===== src/rtl/gate_tt_checker_sat_counter.sv =====
// Saturating up-counter used as the mismatch tally; clr restarts it for a new sweep.
module sat_counter #(
  parameter int W = 8
) (
  input  logic         clk,
  input  logic         rst,
  input  logic         clr,
  input  logic         inc,
  output logic [W-1:0] cnt
);

  always_ff @(posedge clk) begin
    if (rst || clr) begin
      cnt <= '0;
    end else if (inc && (cnt != {W{1'b1}})) begin
      cnt <= cnt + W'(1);
    end
  end

endmodule


===== config.mk =====
export PLATFORM = sky130hd
export DESIGN_NAME = sat_counter
export DESIGN_NICKNAME = d
export VERILOG_FILES = /design/src/rtl/gate_tt_checker_sat_counter.sv
export SDC_FILE = /design/constraint.sdc
export NUM_CORES = 1
export LEC_CHECK = 0
export BUFFER_PORTS_ARGS = -buffer_cell sky130_fd_sc_hd__buf_4
export CAP_MARGIN = 10
export CORE_AREA = 2 2 39 41
export CTS_CLUSTER_SIZE = 24
export DETAILED_ROUTE_END_ITERATION = 10
export DIE_AREA = 0 0 41 43
export PLACE_DENSITY = 0.51
export SLEW_MARGIN = 40
export SYNTH_ARGS = -nofsm -noshare
export SYNTH_HDL_FRONTEND = slang
export SYNTH_SLANG_ARGS = --single-unit

===== constraint.sdc =====
create_clock -name clk -period 2.78 [get_ports clk]
set_input_delay 0.278 -clock clk [delete_from_list [all_inputs] [get_ports clk]]
set_output_delay 0.278 -clock clk [all_outputs]
set_load 0.005 [all_outputs]

==> metrics.txt, run 1 <==
number of iterations in the first detailed-routing pass 4; post-route fraction of the period consumed by the critical path 0.510; final weighted congestion of routability-driven global placement 0.700; synth unique cells 23; power density of the placed cells 407 nW/um^2; layer with the highest usage met2; horizontal die dimension 41 um; max reg flops 8; cell count after synthesis 48; #FFs+latches synth 8; overall routing resource usage 0.130; number of buffers inserted by post-CTS setup repair 0; highest ir drop seen on vdd 0.182 mV; leakage power figure 0.229 nW; clock tree from TritonCTS done; number of gates resized after cts 0; number of violations of the max-capacitance limit 0; total routed wirelength 925 um; share of cells above drive strength 1 0.295; registers with the highest flip-flop counts cnt: 8 flops; maximum fanout count along the critical path 5; unrepaired setup endpoints after global routing false; number of routed nets with antenna violations 0; required time of the critical path 2.93 ns; post-DP HPWL 701 um; buffers from clock root to sink, at most 2; launching element type of the critical path flip-flop; detailed-route via count 395; average via count per standard cell 5.13; Final #Nets 68; Highest Clock Rate 0.705 GHz; drt wl/cell 12.0 um; Min-Delay Startpoint rst; number of buffers created by CTS 3; total negative setup slack 0 ns; most used cells in the layout excluding fill and tap cells buf_4 (11), dfxtp_1 (8), nand2_1 (7), a21oi_1 (5), mux2i_1 (4); met1 Use GR 0.161; minimum period implied by the final worst setup slack 1.42 ns; # rows 14; Clock transition at path regs 0.05 ns; Hold Slack 0.215 ns; Max Clock Skew 0.00116 ns; Arrival @ worst endpoint 1.57 ns; CTS Hold Bufs 0; initial detailed-routing violation count 8; clock sink count 8; maximum number of pins on one net before global-route repair 9; number of synthesized flops with an enable pin 0; drt drc 0; max-slew violation count 0; number of stages on the worst hold path 2; combined area of all synthesized cells 422 sq um; Min-Delay Path Class in2reg; final hold violation count 0; most common library cell in the layout ignoring fill and taps buf_4; worst reg-to-reg setup slack 1.36 ns; met2 track demand over resource 0.172; net count of the mapped netlist 53; core region area 1380 sq um; Async SR Flop Fraction 0; setup violation total in the final timing report 0; Max-slew headroom 0.654; total of fill cells in the finished design 158; Post-Synthesis Mean Instance Area 8.78 sq um; met3 usage in global routing 0.0942; wire length of the first global-routing pass 1.48 mm; critical path type reg2reg; yosys synthesis warning count 0; vias in the first global route 349; capture instance of the worst register-to-register path cnt[6]$_SDFFE_PP0P_; launch instance of the worst register-to-register path cnt[0]$_SDFFE_PP0P_; CTS root buf clkbuf_4; IO Port Bufs 11; htree depth 1; Crit. End Element flip-flop; # diodes 0; outcome completed; register ranked first by flip-flop count cnt; synthesis-to-layout area growth 28.5%; hold endpoint cnt[2]$_SDFFE_PP0P_; starting density of the core 0.305; Die Y-Extent 43 um; Top Ports 12; sequential fraction of the synthesis area 0.380; clock insertion delay at the later pin of the skew report 0.25 ns; area of the die 1760 sq um; Worst Max-Slew Pin Slew 0.516 ns; GRT Residual Overflow 0; FF-to-FF path depth 4; antenna violations before repair 0; most used flip-flop cell after synthesis dfxtp_1
[critical path: stages (launching register included)]
cell     delay (ns)
dfxtp_1        0.37
ha_1           0.24
nand3_1        0.12
or4_1          0.40
and3_1         0.18
[kinds of logic (layout without fill, tap and decap cells)]
logic type,after synthesis,count (layout),share of synthesized area
flops,8,8,0.380
fa+ha+maj,1,1,0.0297
simple gates,24,24,0.338
buf+inv,2,15,0.0208
mux,4,4,0.0950
compound gates,9,9,0.136
[cell usage after synthesis, types with 2 or more instances]
| library cell | number | share of area |
|---|---|---|
| a21oi_1 | 5 | 0.059 |
| dfxtp_1 | 8 | 0.38 |
| nand3_1 | 2 | 0.024 |
| nand2_1 | 7 | 0.062 |
| nand4_1 | 2 | 0.030 |
| and3_1 | 2 | 0.030 |
| and3b_1 | 2 | 0.042 |
| or3_1 | 2 | 0.030 |
| mux2i_1 | 4 | 0.095 |
[per-stage QoR]
step / setup slack [ns] / cell area (sq um) / util / std cells / power, mW
detailed placement: 1.37 / 519 / 0.375 / 74 / 0.133
finish: 1.36 / 542 / 0.392 / 77 / 0.220
floorplan: 1.42 / 422 / - / 48 / 0.125
global placement: 1.39 / 519 / 0.375 / 74 / 0.133
global route: 1.29 / 542 / 0.392 / 77 / 0.234
CTS: 1.36 / 542 / 0.392 / 77 / 0.226
[metal layers]
metal	vias to the layer above	wire length [um]
li1	208	-
met1	174	409
met2	13	450
met3	0	65
met4	0	0
met5	-	0
[report_power, final]
part | leakage [nW] | switching, mW | internal, mW
Sequential | 0.0646 | 0.000984 | 0.116
Clock | 0.0138 | 0.0402 | 0.0494
Combinational | 0.151 | 0.00662 | 0.00729
Total | 0.229 | 0.0478 | 0.172
[worst max-delay path by stage]
stage	end	startpoint
after floorplan	cnt[6]$_SDFFE_PP0P_	cnt[0]$_SDFFE_PP0P_
after global placement	cnt[6]$_SDFFE_PP0P_	cnt[0]$_SDFFE_PP0P_
after detailed placement	cnt[6]$_SDFFE_PP0P_	cnt[0]$_SDFFE_PP0P_
after CTS	cnt[6]$_SDFFE_PP0P_	cnt[0]$_SDFFE_PP0P_
after global routing	cnt[6]$_SDFFE_PP0P_	cnt[1]$_SDFFE_PP0P_
final	cnt[6]$_SDFFE_PP0P_	cnt[0]$_SDFFE_PP0P_
[area by class of cell]
type                       instances  area [sq um]  share of cell area
clock buffer                       3          22.5              0.0416
inverter                           1          3.75             0.00693
multi-input combinational         38           253               0.467
sequential                         8           160               0.296
tap                               16          20.0              0.0370
timing repair buffer              11          82.6               0.152
Note: power is estimated with default switching activity, not from simulation.
==> run 2: changes to the inputs <==
--- a/config.mk
+++ b/config.mk
@@ -5,13 +5,14 @@
 export SDC_FILE = /design/constraint.sdc
 export NUM_CORES = 1
 export LEC_CHECK = 0
+export ABC_AREA = 1
 export BUFFER_PORTS_ARGS = -buffer_cell sky130_fd_sc_hd__buf_4
 export CAP_MARGIN = 10
 export CORE_AREA = 2 2 39 41
 export CTS_CLUSTER_SIZE = 24
 export DETAILED_ROUTE_END_ITERATION = 10
 export DIE_AREA = 0 0 41 43
-export PLACE_DENSITY = 0.51
+export PLACE_DENSITY = 0.55
 export SLEW_MARGIN = 40
 export SYNTH_ARGS = -nofsm -noshare
 export SYNTH_HDL_FRONTEND = slang
==> constraint.sdc (replaced) <==
create_clock -name clk -period 1.3 [get_ports clk]
set_input_delay 0.13 -clock clk [delete_from_list [all_inputs] [get_ports clk]]
set_output_delay 0.13 -clock clk [all_outputs]
set_load 0.005 [all_outputs]
==> run 2 against run 1 <==
Clock power increased by 130%. Total power grew 130%. First-iteration DRC count shrank 25%. Global-route usage is 0.50 points lower. Critical path depth grew 2. Non-clock buffer count rose by 2. Largest cell class unchanged.
==> metrics.txt, run 2 <==
outcome completed; total negative setup slack 0 ns; unrepaired setup endpoints after global routing true; Die Y-Extent 43 um; drt wl/cell 9.64 um; switching power total 119 uW; cell internal pwr 378 uW; synth unique cells 17; most used cells in the layout excluding fill and tap cells nand2_1 (20), buf_4 (13), nor2_1 (12), inv_1 (6), dfxtp_1 (6); fraction of the core area covered by cells at the end of the flow 0.427; #FFs+latches synth 8; wire length of the first global-routing pass 1.48 mm; launching element type of the critical path flip-flop; clock sink count 8; total routed wirelength 954 um; Async SR Flop Fraction 0; sw frac 0.239; clock tree from TritonCTS done; yosys synthesis warning count 0; delay of the slowest cell on the worst path 0.33 ns; CTS root buf clkbuf_4; Final #Nets 90; Top Ports 12; final hold violation count 0; synthesis-to-layout area growth 31.8%; # diodes 0; clock network fraction of design power 0.409; Max-slew headroom 0.859; antenna violations before repair 0; most numerous cell types in the synthesized netlist nand2_1 (20), nor2_1 (13), dfxtp_1 (8); Crit path buffers/inverters 0; cell count after synthesis 67; leakage power figure 0.275 nW; initial detailed-routing violation count 6; required time of the critical path 1.45 ns; vias in the first global route 379; power density of the placed cells 842 nW/um^2; area of the die 1760 sq um; placed cell count 95; post-route insts no fill 99; area share of the leading cell type in the synthesized netlist 0.358; post-DP HPWL 662 um; max-slew violation count 0; number of routed nets with antenna violations 0; post-route fraction of the period consumed by the critical path 0.954; maximum fanout count along the critical path 5; Min-Delay Path Class in2reg; Clock transition at path regs 0.05 ns; registers with the highest flip-flop counts cnt: 8 flops; Max Clock Skew 0.00513 ns; average via count per standard cell 4.65; max reg flops 8; overall routing resource usage 0.125; final weighted congestion of routability-driven global placement 0.764; maximum number of pins on one net before global-route repair 12; master of the slowest instance on the critical path dfxtp_2; IO Port Bufs 11; Highest Clock Rate 0.806 GHz; dominant cells by area after synthesis dfxtp_1 (36%), nand2_1 (17%), nor2_1 (11%); minimum period implied by the final worst setup slack 1.24 ns; critical path type reg2reg; cell repeated most along the worst path nand2_1; most common library cell in the layout ignoring fill and taps nand2_1; buffers from clock root to sink, at most 2; CP delay by family, top simple AND/OR/NAND/NOR gates; horizontal die dimension 41 um; most repeated cell in the gate-level netlist after synthesis nand2_1; share of cells above drive strength 1 0.325; number of violations of the max-capacitance limit 0; Crit. End Element flip-flop; post-layout instance area 591 sq um; clock insertion delay at the later pin of the skew report 0.26 ns; Post-Synthesis Mean Instance Area 6.69 sq um; detailed-route via count 460; number of buffers created by CTS 3; setup violation total in the final timing report 0; sequential power share 0.503; number of synthesized flops with an enable pin 0; combined area of all synthesized cells 448 sq um; Arrival @ worst endpoint 1.39 ns; highest ir drop seen on vdd 0.498 mV; critical path cell sequence ha_2 -> nand2_1 -> nor2_2 -> nand2_1 -> a21oi_1 -> nor2_1; net count of the mapped netlist 72; fraction of power consumed by combinational cells 0.088; core region area 1380 sq um; htree depth 1; number of iterations in the first detailed-routing pass 4; placed cell area 554 sq um; # rows 14; drt drc 0; register ranked first by flip-flop count cnt; most used flip-flop cell after synthesis dfxtp_1; GRT Residual Overflow 0; biggest area consumer among synthesized cells dfxtp_1; starting density of the core 0.324; sequential fraction of the synthesis area 0.358; Worst Max-Slew Pin Slew 0.210 ns
## run 2: changes by cell type after synthesis, sizes merged, moves of 3 or more
cell	delta
nand2	+14
nor2	+14
inv	+6
mux2i	-4
nand3	+3
or3	-3
## run 2: cell families (layout without fill, tap and decap cells)
logic type	after synthesis	in the layout	synth area share
simple gates	43	44	0.453
compound gates	6	6	0.0698
buf+inv	9	24	0.0922
flops	8	8	0.358
fa+ha+maj	1	1	0.0279
## run 2: layout make-up
class	count	area [sq um]
fill	154	793
multi-input combinational	51	258
sequential	8	163
timing repair buffer	13	97.6
inverter	8	30.0
clock buffer	3	22.5
tap	16	20.0
## run 2: worst min-delay path: stages
cell and delay (ns):
buf_4 0.11, nor2_8 0.04, nand2_1 0.05, nor2_1 0.03
## run 2: what timing repair did
action,in CTS,in global routing
setup buffers,0,0
setup endpoints to repair,0,6
hold buffers,0,0
resized for setup,0,5
## run 2: path summary, 6_finish.rpt
path	start	end	slack, ns	cells past startpoint
hold / removal	rst	cnt[1]$_SDFFE_PP0P_	0.14	4
hold reg to reg	cnt[6]$_SDFFE_PP0P_	cnt[6]$_SDFFE_PP0P_	0.51	2
setup / recovery	cnt[0]$_SDFFE_PP0P_	cnt[0]$_SDFFE_PP0P_	0.06	6
setup reg to reg	cnt[0]$_SDFFE_PP0P_	cnt[0]$_SDFFE_PP0P_	0.06	6
## run 2: per-layer routing
metal  share of wire  track usage
met1            0.48        0.171
met3           0.063       0.0314
met4           0.037        0.100
met2            0.42        0.156
met5               0            0
## run 2: power groups by stage
| stage | clock [mW] | sequential [mW] | combinational, mW |
|---|---|---|---|
| after floorplan | 0 | 0.256 | 0.0175 |
| after global placement | 0 | 0.255 | 0.0437 |
| after detailed placement | 0 | 0.255 | 0.0433 |
| after CTS | 0.208 | 0.250 | 0.0435 |
| after global routing | 0.220 | 0.250 | 0.0483 |
| final | 0.203 | 0.250 | 0.0436 |
## run 2: metrics by stage
| stage | hold WS [ns] | setup slack, ns | power [mW] |
|---|---|---|---|
| 3_3_place_gp | 0.424 | 0.123 | 0.299 |
| 6_report | 0.142 | 0.0596 | 0.497 |
| 2_1_floorplan | 0.278 | 0.0826 | 0.274 |
| 3_5_place_dp | 0.423 | 0.0870 | 0.298 |
| 5_1_grt | 0.164 | -0.00785 | 0.519 |
| 4_1_cts | 0.146 | 0.0789 | 0.501 |
==> run 3: changes to the inputs <==
--- a/config.mk
+++ b/config.mk
@@ -9,6 +9,7 @@
 export BUFFER_PORTS_ARGS = -buffer_cell sky130_fd_sc_hd__buf_4
 export CAP_MARGIN = 10
 export CORE_AREA = 2 2 39 41
+export CTS_BUF_LIST = sky130_fd_sc_hd__clkbuf_8
 export CTS_CLUSTER_SIZE = 24
 export DETAILED_ROUTE_END_ITERATION = 10
 export DIE_AREA = 0 0 41 43
==> run 3 against run 2 <==
Clock skew fell by 0.0014 ns. Count of clock-buffer cells in the layout did not move. Register-to-register slack barely moved. Non-clock buffer count did not move. Flip-flop and latch count did not move. Critical path depth did not move. Total power rose by 20%. Maximum frequency rose by 0.92%. Critical path type unchanged. Largest power group is now the clock network.
==> metrics.txt, run 3 (synthesized netlist as in run 2, its figures left out) <==
vias in the first global route 385; final hold violation count 0; # rows 14; registers with the highest flip-flop counts cnt: 8 flops; Crit path buffers/inverters 0; clock insertion delay at the later pin of the skew report 0.23 ns; highest ir drop seen on vdd 0.574 mV; CTS root buf clkbuf_8; master of the slowest instance on the critical path dfxtp_2; average via count per standard cell 4.67; detailed-route via count 462; post-DP HPWL 662 um; drt drc 0; Max Clock Skew 0.00376 ns; overall routing resource usage 0.126; number of iterations in the first detailed-routing pass 4; initial detailed-routing violation count 15; delay of the slowest cell on the worst path 0.32 ns; most common library cell in the layout ignoring fill and taps nand2_1; buffers from clock root to sink, at most 2; clock tree from TritonCTS done; Worst Max-Slew Pin Slew 0.212 ns; max-slew violation count 0; unrepaired setup endpoints after global routing true; register ranked first by flip-flop count cnt; GRT Residual Overflow 0; placed cell area 554 sq um; drt wl/cell 9.91 um; maximum fanout count along the critical path 6; htree depth 1; Highest Clock Rate 0.814 GHz; number of violations of the max-capacitance limit 0; Crit. End Element flip-flop; Min-Delay Path Class in2reg; starting density of the core 0.324; max reg flops 8; synthesis-to-layout area growth 36.6%; met3 wire length 53 um; Arrival @ worst endpoint 1.35 ns; clock sink count 8; core region area 1380 sq um; post-route insts no fill 99; highest routed layer met4; critical path type reg2reg; share of cells above drive strength 1 0.337; Max-slew headroom 0.857; total of fill cells in the finished design 148; wire length of the first global-routing pass 1.49 mm; Die Y-Extent 43 um; leakage power figure 0.284 nW; wire length on met1 467 um; placed cell count 95; met2 routed WL 435 um; launching element type of the critical path flip-flop; minimum period implied by the final worst setup slack 1.23 ns; maximum number of pins on one net before global-route repair 12; post-route fraction of the period consumed by the critical path 0.945; CP delay by family, top simple AND/OR/NAND/NOR gates; IO Port Bufs 11; outcome completed; total routed wirelength 981 um; Clock transition at path regs 0.04 ns; critical path cell sequence ha_2 -> nand2_1 -> nor2_2 -> nand2_2 -> a21oi_1 -> nor2_1; area of the die 1760 sq um; final weighted congestion of routability-driven global placement 0.764; horizontal die dimension 41 um; antenna violations before repair 0; power density of the placed cells 979 nW/um^2; number of buffers created by CTS 3; number of routed nets with antenna violations 0; Top Ports 12; # diodes 0; required time of the critical path 1.42 ns; setup violation total in the final timing report 0; most used cells in the layout excluding fill and tap cells nand2_1 (19), buf_4 (13), nor2_1 (12), inv_1 (6), dfxtp_1 (6); post-layout instance area 612 sq um; Final #Nets 90
run 3: cell types whose count changed in the layout (fill, tap and decap cells not counted):
cell,delta
clkbuf_4,-3
clkbuf_8,+3
nand2_1,-1
nand2_2,+1
run 3: path summary, 6_finish.rpt:
check	startpoint	end	slack (ns)	cells after the start
max	cnt[1]$_SDFFE_PP0P_	cnt[2]$_SDFFE_PP0P_	0.07	6
min	rst	cnt[1]$_SDFFE_PP0P_	0.18	4
max reg2reg	cnt[1]$_SDFFE_PP0P_	cnt[2]$_SDFFE_PP0P_	0.07	6
min reg2reg	cnt[6]$_SDFFE_PP0P_	cnt[6]$_SDFFE_PP0P_	0.51	2
run 3: metrics by stage:
stage | setup TNS (ns) | setup WS, ns | hold slack (ns) | utilization | power [mW]
CTS | 0 | 0.0785 | 0.182 | 0.430 | 0.607
detailed placement | 0 | 0.0870 | 0.423 | 0.401 | 0.298
finish | 0 | 0.0710 | 0.178 | 0.442 | 0.599
floorplan | 0 | 0.0826 | 0.278 | - | 0.274
global placement | 0 | 0.123 | 0.424 | 0.401 | 0.299
global route | -0.0638 | -0.0285 | 0.199 | 0.442 | 0.626
run 3: metal layers:
| metal | vias to the layer above | GRT usage |
|---|---|---|
| met3 | 3 | 0.0314 |
| met2 | 16 | 0.159 |
| li1 | 243 | - |
| met4 | 0 | 0.100 |
| met1 | 200 | 0.171 |
| met5 | - | 0 |
run 3: cell type report:
class	count	area, sq um	share of cell area
sequential	8	163	0.266
inverter	8	30.0	0.0491
clock buffer	3	41.3	0.0675
timing repair buffer	13	97.6	0.160
tap	16	20.0	0.0327
multi-input combinational	51	260	0.425
run 3: power by group:
group | internal, mW | switching [mW]
registers | 0.250 | 0.00177
logic | 0.0231 | 0.0207
clock network | 0.201 | 0.102
run 3: tightest hold or removal path, stage by stage:
cell     delay (ns)
buf_4          0.11
nor2_8         0.04
nand2_1        0.05
nor2_1         0.03
run 3: what timing repair did:
action / in CTS / in global routing
resized for setup: 0 / 6
endpoints found under the setup margin: 0 / 6
setup buffers: 0 / 0
hold buffers: 0 / 0
